===== src/rtl/lcd_scene_scheduler.sv =====
// ============================================================================
// lcd_scene_scheduler : frame-synchronous scene select for the SPI LCD path
// Revision 1.0 - initial release
// ============================================================================
`default_nettype none

module lcd_scene_scheduler #(
    parameter int N_SRC          = 8,
    parameter int HOME_SCENE     = 0,
    parameter int DWELL_FRAMES   = 2,
    parameter int TIMEOUT_FRAMES = 600,
    parameter int LCD_W          = 132,
    parameter int LCD_H          = 162
) (
    input  logic                 clk,
    input  logic                 rst,
    input  logic [7:0]           cnt_x,
    input  logic [7:0]           cnt_y,
    input  logic [16*N_SRC-1:0]  pix_in,
    input  logic                 req_valid,
    input  logic [2:0]           req_scene,
    output logic                 req_ready,
    input  logic                 activity,
    output logic [15:0]          pix_out,
    output logic [2:0]           scene_cur,
    output logic                 busy,
    output logic                 switch_pulse,
    output logic                 timeout_pulse,
    output logic                 req_err
);

    localparam int DW = $clog2(DWELL_FRAMES + 1);
    localparam int IW = $clog2(TIMEOUT_FRAMES + 1);

    localparam logic [DW-1:0] DWELL_MAX  = DW'(DWELL_FRAMES);
    localparam logic [IW-1:0] IDLE_MAX   = IW'(TIMEOUT_FRAMES);
    localparam logic [IW-1:0] IDLE_PRE   = IW'(TIMEOUT_FRAMES - 1);
    localparam logic [2:0]    HOME       = 3'(HOME_SCENE);
    localparam logic [3:0]    N_SRC_W    = 4'(N_SRC);

    generate
        if (N_SRC < 1 || N_SRC > 8) begin : g_bad_n_src
            $error("lcd_scene_scheduler: N_SRC must be 1..8");
        end
        if (DWELL_FRAMES < 1 || TIMEOUT_FRAMES < 1) begin : g_bad_frames
            $error("lcd_scene_scheduler: DWELL_FRAMES and TIMEOUT_FRAMES must be >= 1");
        end
        if (LCD_W < 1 || LCD_W > 256 || LCD_H < 1 || LCD_H > 256) begin : g_bad_geometry
            $error("lcd_scene_scheduler: panel geometry exceeds 8-bit address range");
        end
    endgenerate

    typedef enum logic [0:0] {
        S_IDLE = 1'b0,
        S_WAIT = 1'b1
    } state_t;

    state_t          r_state,   w_state_nxt;
    logic [2:0]      r_scene,   w_scene_nxt;
    logic [2:0]      r_pending, w_pending_nxt;
    logic [DW-1:0]   r_dwell,   w_dwell_nxt;
    logic [IW-1:0]   r_idle,    w_idle_nxt;
    logic            r_switch,  w_switch_nxt;
    logic            r_timeout, w_timeout_nxt;
    logic            r_err,     w_err_nxt;
    logic            r_at_origin;

    logic            w_origin;
    logic            w_fs;
    logic            w_req_bad;
    logic            w_idle_reach;
    logic            w_timeout_due;

    assign w_origin  = (cnt_x == 8'd0) && (cnt_y == 8'd0);
    assign w_fs      = w_origin && !r_at_origin;
    assign w_req_bad = {1'b0, req_scene} >= N_SRC_W;

    // Timeout is recognised on the frame start that brings the count to its limit.
    assign w_idle_reach  = (r_idle == IDLE_MAX) || (w_fs && (r_idle == IDLE_PRE));
    assign w_timeout_due = w_idle_reach && (r_scene != HOME) && !activity;

    always_ff @(posedge clk) begin
        if (rst) begin
            r_state     <= S_IDLE;
            r_scene     <= HOME;
            r_pending   <= HOME;
            r_dwell     <= DWELL_MAX;
            r_idle      <= '0;
            r_switch    <= 1'b0;
            r_timeout   <= 1'b0;
            r_err       <= 1'b0;
            r_at_origin <= 1'b1;
        end else begin
            r_state     <= w_state_nxt;
            r_scene     <= w_scene_nxt;
            r_pending   <= w_pending_nxt;
            r_dwell     <= w_dwell_nxt;
            r_idle      <= w_idle_nxt;
            r_switch    <= w_switch_nxt;
            r_timeout   <= w_timeout_nxt;
            r_err       <= w_err_nxt;
            r_at_origin <= w_origin;
        end
    end

    always_comb begin
        w_state_nxt   = r_state;
        w_scene_nxt   = r_scene;
        w_pending_nxt = r_pending;
        w_dwell_nxt   = r_dwell;
        w_idle_nxt    = r_idle;
        w_switch_nxt  = 1'b0;
        w_timeout_nxt = 1'b0;
        w_err_nxt     = 1'b0;

        if (w_fs && (r_dwell != DWELL_MAX)) begin
            w_dwell_nxt = r_dwell + 1'b1;
        end

        if (activity) begin
            w_idle_nxt = '0;
        end else if (w_fs && (r_idle != IDLE_MAX)) begin
            w_idle_nxt = r_idle + 1'b1;
        end

        case (r_state)
            S_IDLE: begin
                if (req_valid) begin
                    if (w_req_bad) begin
                        w_err_nxt = 1'b1;
                    end else if (req_scene != r_scene) begin
                        w_pending_nxt = req_scene;
                        w_state_nxt   = S_WAIT;
                    end
                    // A request in hand always beats a coincident timeout.
                    if (w_timeout_due) begin
                        w_idle_nxt = '0;
                    end
                end else if (w_timeout_due) begin
                    w_pending_nxt = HOME;
                    w_state_nxt   = S_WAIT;
                    w_timeout_nxt = 1'b1;
                    w_idle_nxt    = '0;
                end
            end
            S_WAIT: begin
                if (w_fs && (r_dwell >= DWELL_MAX)) begin
                    w_scene_nxt  = r_pending;
                    w_switch_nxt = 1'b1;
                    w_dwell_nxt  = '0;
                    w_idle_nxt   = '0;
                    w_state_nxt  = S_IDLE;
                end
            end
            default: begin
                w_state_nxt = S_IDLE;
            end
        endcase
    end

    always_comb begin
        pix_out = 16'h0000;
        for (int i = 0; i < N_SRC; i++) begin
            if (i == HOME_SCENE) begin
                pix_out = pix_in[16*i +: 16];
            end
        end
        for (int i = 0; i < N_SRC; i++) begin
            if (r_scene == 3'(i)) begin
                pix_out = pix_in[16*i +: 16];
            end
        end
    end

    assign req_ready     = (r_state == S_IDLE);
    assign busy          = (r_state == S_WAIT);
    assign scene_cur     = r_scene;
    assign switch_pulse  = r_switch;
    assign timeout_pulse = r_timeout;
    assign req_err       = r_err;

endmodule

`default_nettype wire


===== config.mk =====
export PLATFORM = sky130hd
export DESIGN_NAME = lcd_scene_scheduler
export DESIGN_NICKNAME = d
export VERILOG_FILES = /design/src/rtl/lcd_scene_scheduler.sv
export SDC_FILE = /design/constraint.sdc
export NUM_CORES = 1
export LEC_CHECK = 0
export BUFFER_PORTS_ARGS = -buffer_cell sky130_fd_sc_hd__buf_2
export CAP_MARGIN = 20
export CORE_MARGIN = 2
export CORE_UTILIZATION = 39
export DETAILED_ROUTE_END_ITERATION = 16
export GPL_TIMING_DRIVEN = 0
export PLACE_DENSITY = 0.79
export REMOVE_ABC_BUFFERS = 1
export SETUP_SLACK_MARGIN = 0.05
export SYNTH_ARGS = -nofsm -noshare
export SYNTH_HDL_FRONTEND = slang
export SYNTH_SLANG_ARGS = --single-unit

===== constraint.sdc =====
create_clock -name clk -period 2.3 [get_ports clk]
set_input_delay 0.23 -clock clk [delete_from_list [all_inputs] [get_ports clk]]
set_output_delay 0.23 -clock clk [all_outputs]
set_load 0.01 [all_outputs]

==> out/results.txt, run 1 <==
Along the worst path, the maximum fanout reaches 4. After routing the design area is 3130 µm². The number of vias in the routed layout was 2394; the first-pass GRT wire length was 11600 µm. Number of flops mapped to enable cells by yosys: 0. The dominant cell by count in the synthesized netlist is mux4_2. The tools report the count of endpoints failing hold in the final timing report as 0. The total standard cell area after synthesis is 2090 µm². For this run, the top clock speed supported by timing is 469 MHz. The total area inside the core boundary comes to 5140 µm². After synthesis the netlist holds a flip-flop and latch count of 22.

By area the synthesized netlist is led by mux4_2 34%, dfxtp_1 21%, mux2_2 8.6%, xnor2_1 4.6%, nor4_1 3.0%. The total length of routed wires was 7690 µm. The cell at the root of the clock tree is clkbuf_8. The worst setup path is of the register to register kind.

The tools report the total count of max-transition violations in the final report as 0. The initial cell density of the core is 0.407. The post-synthesis sequential area ratio came out at 0.211. The run gives 0 as the global route total overflow. The fraction of final layout cells with drive strength greater than 1 came out at 0.653. The first detailed-routing pass ran for 4 iterations. The tools report the global-route total usage across every layer as 0.247. The largest single stage delay on the critical path is 0.57 ns. Setup slack on the worst reg-to-reg path comes out at 0.17 ns. Dividing the detail-routed via count by the number of cells gives 5.48. The run finished with clean final reports. Buffers inserted to repair hold after CTS numbered 0.

At the worst endpoint, the required time is 2.44 ns. The static leakage is 1.31 nW, and the number of DRC violations after detailed routing is 0. During placement, the flow inserted port buffers numbering 173. Power density over cell area: 293 nW/µm². The sum of met3 wire segment lengths after detailed routing came out at 647 µm. The synthesized design spends more area on one cell type than any other, namely mux4_2.

In the synthesized netlist, the cells that appear most often are 32 x mux4_2, 22 x dfxtp_1, 16 x mux2_2, 16 x nor2_1. The floorplan has 26 rows. After routing, the total negative slack on setup checks comes to 0 ns. The run gives 0.342 as the worst slew margin relative to its limit. The logs give 0 for the final setup violation count and 0.26 ns for the clock latency reported for the late side of the worst-skew pair. In the final routed layout, each cell accounts on average for 17.6 µm. Counting along the longest clock path gives a buffer depth of 2. The worst setup path is launched from a register.

At the end of the flow, the number of nets in the layout was 521. The top-area cell type share of the netlist area is 0.345, and the area growth from synthesis to layout is 49.8%. The sequential share of power is 0.430. The slew at the pin closest to its max-slew limit was 0.986 ns. The number of warnings issued by yosys is 0.

Across the routed clock network, the largest skew measured is 0.00168 ns. The tightest min-delay check is of the primary input to register type. Detailed placement finished with a half-perimeter wire length of 6240 µm. Max-cap violations in this run came to 0. The logs give 0.609 for the utilization after layout and 2870 µm for the detailed-route wire length on metal 1. Data arrives at the worst endpoint at 2.27 ns.

For this design the top-level I/O count stands at 175. In this run, placement finished with an instance count of 426. Routability-driven placement finished with a final weighted congestion of 0.793. The number of antenna violations at the first check in global routing was 1; the clock share of power was 0.303. The clock-pin slew on the worst setup and hold paths was 0.08 ns.

Yosys mapped the design onto 34 distinct sky130hd cell types. STA classifies the critical path endpoint as a register. TritonCTS built the clock tree.

The share of total power consumed by net switching was 0.242. The layout has 449 filler cells. Traced cell by cell, the critical path runs through nand4bb_1 > or4b_4 > or4_4 > a211oi_2 > o21ai_0. The internal power came out at 0.000694 W. The die covers 5960 µm². Entering global routing, the biggest net connects 37 pins.

Setup repair after global routing left no endpoint under its margin. The slowest stage of the critical path is the or4b_4 cell. Total CTS buffers: 3.

The wire length on met2 came out at 3910 µm. After the flow finishes, the layout carries non-filler instances totaling 437. The via count of the first global-routing pass is 2435, and the width of the chip is 77.2 µm.

The highest metal layer with signal wires is met4. Summed over all nets, the switching power comes to 0.000221 W. The combinational share of power is 0.267.

The number of H-tree branching levels was 1; the shortest clock period the worst path allows after layout was 2.13 ns. A synthesized cell averages 10.6 µm². Proportion of register bits with asynchronous set or reset after synthesis: 0. The placed instances occupy a cell area of 3000 µm². The violation count after the first detailed-routing iteration was 106. The count of nets left with antenna violations after detail routing is 0, and the cell count after synthesis is 198. Among all flip-flop cells after synthesis, the most frequent one is dfxtp_1. Across the VDD grid, the largest voltage drop is 0.000403 V.

The die height works out to 77.2 µm. The overall power consumption was 0.000916 W; the clock sink total was 22. Share of the clock period used by the worst path: 0.928.
## routing by layer
layer  up-vias  track usage
met3        18       0.0600
met2       134        0.451
met1      1136        0.280
met5         -            0
met4         0       0.0821
li1       1106            -
## per-stage QoR
step | hold WS, ns | worst slack (ns)
3_5_place_dp | 0.452 | -0.153
6_report | 0.194 | 0.166
4_1_cts | 0.190 | 0.0957
5_1_grt | 0.202 | 0.0703
3_3_place_gp | 0.451 | -0.872
2_1_floorplan | 0.299 | -0.446
## cell usage in the layout (no fill, tap or decap), types with 2 or more instances in the layout
master	synthesis	routed
a21oi_1	4	4
buf_2	4	173
buf_4	1	5
clkbuf_8	0	4
dfxtp_1	22	20
dfxtp_4	0	2
ha_1	3	3
inv_1	8	8
mux2_2	16	16
mux2i_1	5	5
mux4_2	32	32
nand2_1	12	12
nand2b_1	2	2
nand3_1	4	4
nand4_1	3	3
nor2_1	16	16
nor3_1	12	12
nor4_1	10	10
o21ai_0	7	7
xnor2_1	11	11
## registers in the layout, indices dropped and copies added (netlist names)
| name | count |
|---|---|
| r_at_origin | 1 |
| busy | 1 |
| switch_pulse | 1 |
| r_dwell | 2 |
| scene_cur | 3 |
| timeout_pulse | 1 |
| r_idle | 10 |
| r_pending | 3 |
## layout make-up
class	instances	area [µm²]	share of cell area
Sequential cell	22	448	0.143
Multi-Input combinational cell	152	1550	0.495
Clock buffer	4	55.1	0.0176
Antenna cell	1	2.50	0.000800
Tap cell	70	87.6	0.0280
Timing Repair Buffer	180	956	0.305
Inverter	8	30.0	0.00960
## repair_timing
| item | CTS | global route |
|---|---|---|
| resized for setup | 2 | 1 |
| pin swaps | 0 | 1 |
| setup endpoints to repair | 15 | 28 |
| setup buffers | 0 | 5 |
| gates cloned | 0 | 1 |
## worst paths after layout
check,from,to,cells after the start
setup / recovery,r_idle[7],r_pending[0],5
setup reg to reg,r_idle[7],r_pending[0],5
hold / removal,req_scene[2],r_pending[2],3
hold reg to reg,r_pending[2],r_pending[2],2
## cell families (layout without fill, tap and decap cells)
| group | count (synthesis) | count (layout) | synth area share |
|---|---|---|---|
| compound gates | 18 | 18 | 0.0557 |
| xor+xnor | 11 | 11 | 0.0461 |
| fa+ha+maj | 3 | 3 | 0.0180 |
| buf+inv | 24 | 192 | 0.0473 |
| flops | 22 | 22 | 0.211 |
| mux | 53 | 53 | 0.455 |
| other cells | 1 | 2 | 0.00179 |
| simple gates | 66 | 66 | 0.165 |
## power by group through the flow
stage	Clock, W	Combinational (W)	Sequential (W)
3_5_place_dp	0	0.000245	0.000405
2_1_floorplan	0	0.0000860	0.000403
4_1_cts	0.000283	0.000245	0.000393
6_report	0.000277	0.000245	0.000394
5_1_grt	0.000304	0.000263	0.000395
3_3_place_gp	0	0.000233	0.000404
## critical path: cells and delay by family (launching register included)
family	cells	cell delay, ns
flip-flops	1	0.36
AND/OR/NAND/NOR	3	1.26
AO/OA/AOI/OAI	2	0.40
Note: power is estimated with default switching activity, not from simulation.
==> inputs of run 2 (changes only) <==
--- a/config.mk
+++ b/config.mk
@@ -7,8 +7,10 @@
 export LEC_CHECK = 0
 export BUFFER_PORTS_ARGS = -buffer_cell sky130_fd_sc_hd__buf_2
 export CAP_MARGIN = 20
+export CORE_ASPECT_RATIO = 0.9
 export CORE_MARGIN = 2
 export CORE_UTILIZATION = 39
+export CTS_CLUSTER_DIAMETER = 30
 export DETAILED_ROUTE_END_ITERATION = 16
 export GPL_TIMING_DRIVEN = 0
 export PLACE_DENSITY = 0.79
==> out/results.txt, run 2 (same netlist as run 1, synthesis figures left out) <==
In this run the critical register-to-register path is launched from r_idle[7]. The shortest clock period the worst path allows after layout is 2.14 ns (+0.00255 ns). Power spent charging and discharging nets: 0.000217 W (-2.1%).

The count of cells along the worst hold path is 3 (unchanged), and the static leakage is 1.30 nW (-0.20%). Die height: 73.4 µm (-4.9%). CTS placed an instance of clkbuf_8 at the clock tree root. The critical path startpoint was scene_cur[2]. The worst setup path is captured at an output pin.

The number of vias per cell is 5.53 (+0.97%), and the number of cells in the design after placement is 424 (-0.47%). The power density over cell area is 282 nW/µm² (-3.7%), and the count of hold buffers inserted by post-cts repair is 0 (unchanged). The logs give 433 (-0.92%) for the final instance count without filler cells and 468 MHz (-0.12%) for the maximum clock frequency. The slew at the pin closest to its max-slew limit came out at 0.952 ns (-0.0337 ns).

The detail-routed net length per standard cell was 18.1 µm (+2.9%); the global route total overflow was 0 (unchanged). For the total length of routed wires, the log shows 7840 µm (+2.0%). The number of cell rows is 25 (-3.8%), and the share of total power consumed by net switching is 0.247 (+0.00539). Maximum ir drop on the vdd rail: 0.000200 V (-50%). The logs give 2250 (-7.6%) for the via count of the first global-routing pass and 0.858 (+8.2%) for the final estimated routing congestion in global placement. The global-route total usage across every layer was 0.250 (+0.00307).

For the largest net degree at the start of global routing, the log shows 22 (-41%). The net count of the finished layout is 522 (+0.19%), and the clock-pin slew on the worst setup and hold paths is 0.07 ns (about the same). The setup total negative slack came out at 0 ns (unchanged). For the top-level I/O count, the log shows 175 (unchanged). The number of H-tree branching levels is 1 (unchanged). The placeable core area came out at 5220 µm² (+1.6%). The worst setup path is launched from a register. The logs give 2 (unchanged) for the maximum clock insertion buffer count and 0.266 (-0.037) for the clock share of power. The logs give 3 (unchanged) for the total CTS buffers and 0.000660 W (-5.0%) for the internal power. The worst-case clock skew was 0.000984 ns (-0.000694 ns); the number of buffers added on ports was 173 (unchanged). The count of endpoints failing hold in the final timing report is 0 (unchanged).

Number of search-and-repair iterations in the first detailed-routing pass: 4 (unchanged). The width of the chip is 81.2 µm (+5.1%). The critical path is of the register to output pin type.

The HPWL after detailed placement was 6680 µm (+7.1%); the number of DRC violations after detailed routing was 0 (unchanged). The top cell types in the final layout, fill and taps aside, are 173 x buf_2, 32 x mux4_2, 19 x dfxtp_1. The violation count after the first detailed-routing iteration was 116 (+9.4%); the flip-flop count of the largest register after layout was 10 (unchanged).

The number of max-cap violations was 0 (unchanged). The initial cell density of the core is 0.400 (-0.00652). The most common cell after layout, fill and taps aside is buf_2. The total count of max-transition violations in the final report is 0 (unchanged). The tools report the sequential share of power as 0.450 (+0.020). The share of the clock period used by the worst path is 0.929 (+0.00111).

The tools report the final setup violation count as 0 (unchanged). Clock sink total: 22 (unchanged). The worst hold path belongs to the class primary input to register. The number of vias in the routed layout is 2395 (+0.042%). Number of cell instances on the worst register-to-register path: 5 (unchanged). The run gives 5960 µm² (about the same) as the overall die area. The clock latency reported for the late side of the worst-skew pair came out at 0.26 ns (about the same). The run finished with clean final reports.

The area growth from synthesis to layout is 48.9%, and the arrival time at the worst endpoint is 1.91 ns (-0.36 ns). The count of nets left with antenna violations after detail routing came out at 0 (unchanged). The fraction of final layout cells with drive strength greater than 1 was 0.656 (+0.00273); the required time of the critical path was 2.07 ns (-0.37 ns). Setup repair after global routing left no endpoint under its margin. TritonCTS built the clock tree. The run gives 0.284 (+0.017) as the combinational share of power. Number of antenna cells inserted: 0 (-1). Ranked by flip-flop count, first place goes to r_idle. Worst hold path startpoint: req_scene[1]. The biggest fanout along the worst timing path is 20 (+16). The tools report the number of antenna violations at the first check in global routing as 0 (-1). For the worst slew margin relative to its limit, the log shows 0.364 (+0.0225). The first-pass GRT wire length is 11100 µm (-4.6%).
[run 2: critical path, cell delays in order, from the launching register on]
cell and delay [ns]:
dfxtp_2 0.67, buf_16 0.22, mux4_2 0.31, mux2_2 0.30, buf_2 0.15
[run 2: cell type report]
type | count | area [µm²]
Fill cell | 457 | 2110
Multi-Input combinational cell | 152 | 1550
Timing Repair Buffer | 181 | 958
Sequential cell | 22 | 447
Tap cell | 67 | 83.8
Clock buffer | 3 | 41.3
Inverter | 8 | 30.0
[run 2: worst paths after layout]
path / slack [ns] / to
max: 0.16 / pix_out[10]
min: 0.20 / r_pending[1]
max reg2reg: 0.18 / r_pending[0]
min reg2reg: 0.46 / r_pending[2]
[run 2: routing by layer]
metal / track usage / up-vias / share of wire
met5: 0 / - / 0
met4: 0.0603 / 0 / 0.018
met3: 0.0639 / 17 / 0.099
met2: 0.442 / 114 / 0.49
met1: 0.306 / 1159 / 0.39
li1: - / 1105 / -
[run 2: metrics by stage]
step                      setup WS, ns  hold WS, ns  utilization  power, W  area (µm²)
after floorplan                 -0.446        0.299            -  0.000489        2020
after global placement          -0.948        0.450        0.569  0.000645        2970
after detailed placement        -0.191        0.454        0.578  0.000653        3020
after CTS                       0.0806        0.198        0.589  0.000882        3080
after global routing            0.0604        0.207        0.595  0.000915        3110
final                            0.164        0.197        0.595  0.000876        3110
[run 2: repair_timing]
item | CTS | global route
pin swaps | 0 | 1
endpoints found under the setup margin | 16 | 17
resized for setup | 2 | 1
buffers inserted | 2 | 4
[run 2: power by group through the flow]
| stage | sequential (W) | combinational, W | clock, W |
|---|---|---|---|
| after floorplan | 0.000403 | 0.0000860 | 0 |
| after detailed placement | 0.000404 | 0.000249 | 0 |
| after global routing | 0.000396 | 0.000267 | 0.000253 |
| after global placement | 0.000404 | 0.000241 | 0 |
| after CTS | 0.000394 | 0.000250 | 0.000238 |
| final | 0.000395 | 0.000249 | 0.000233 |
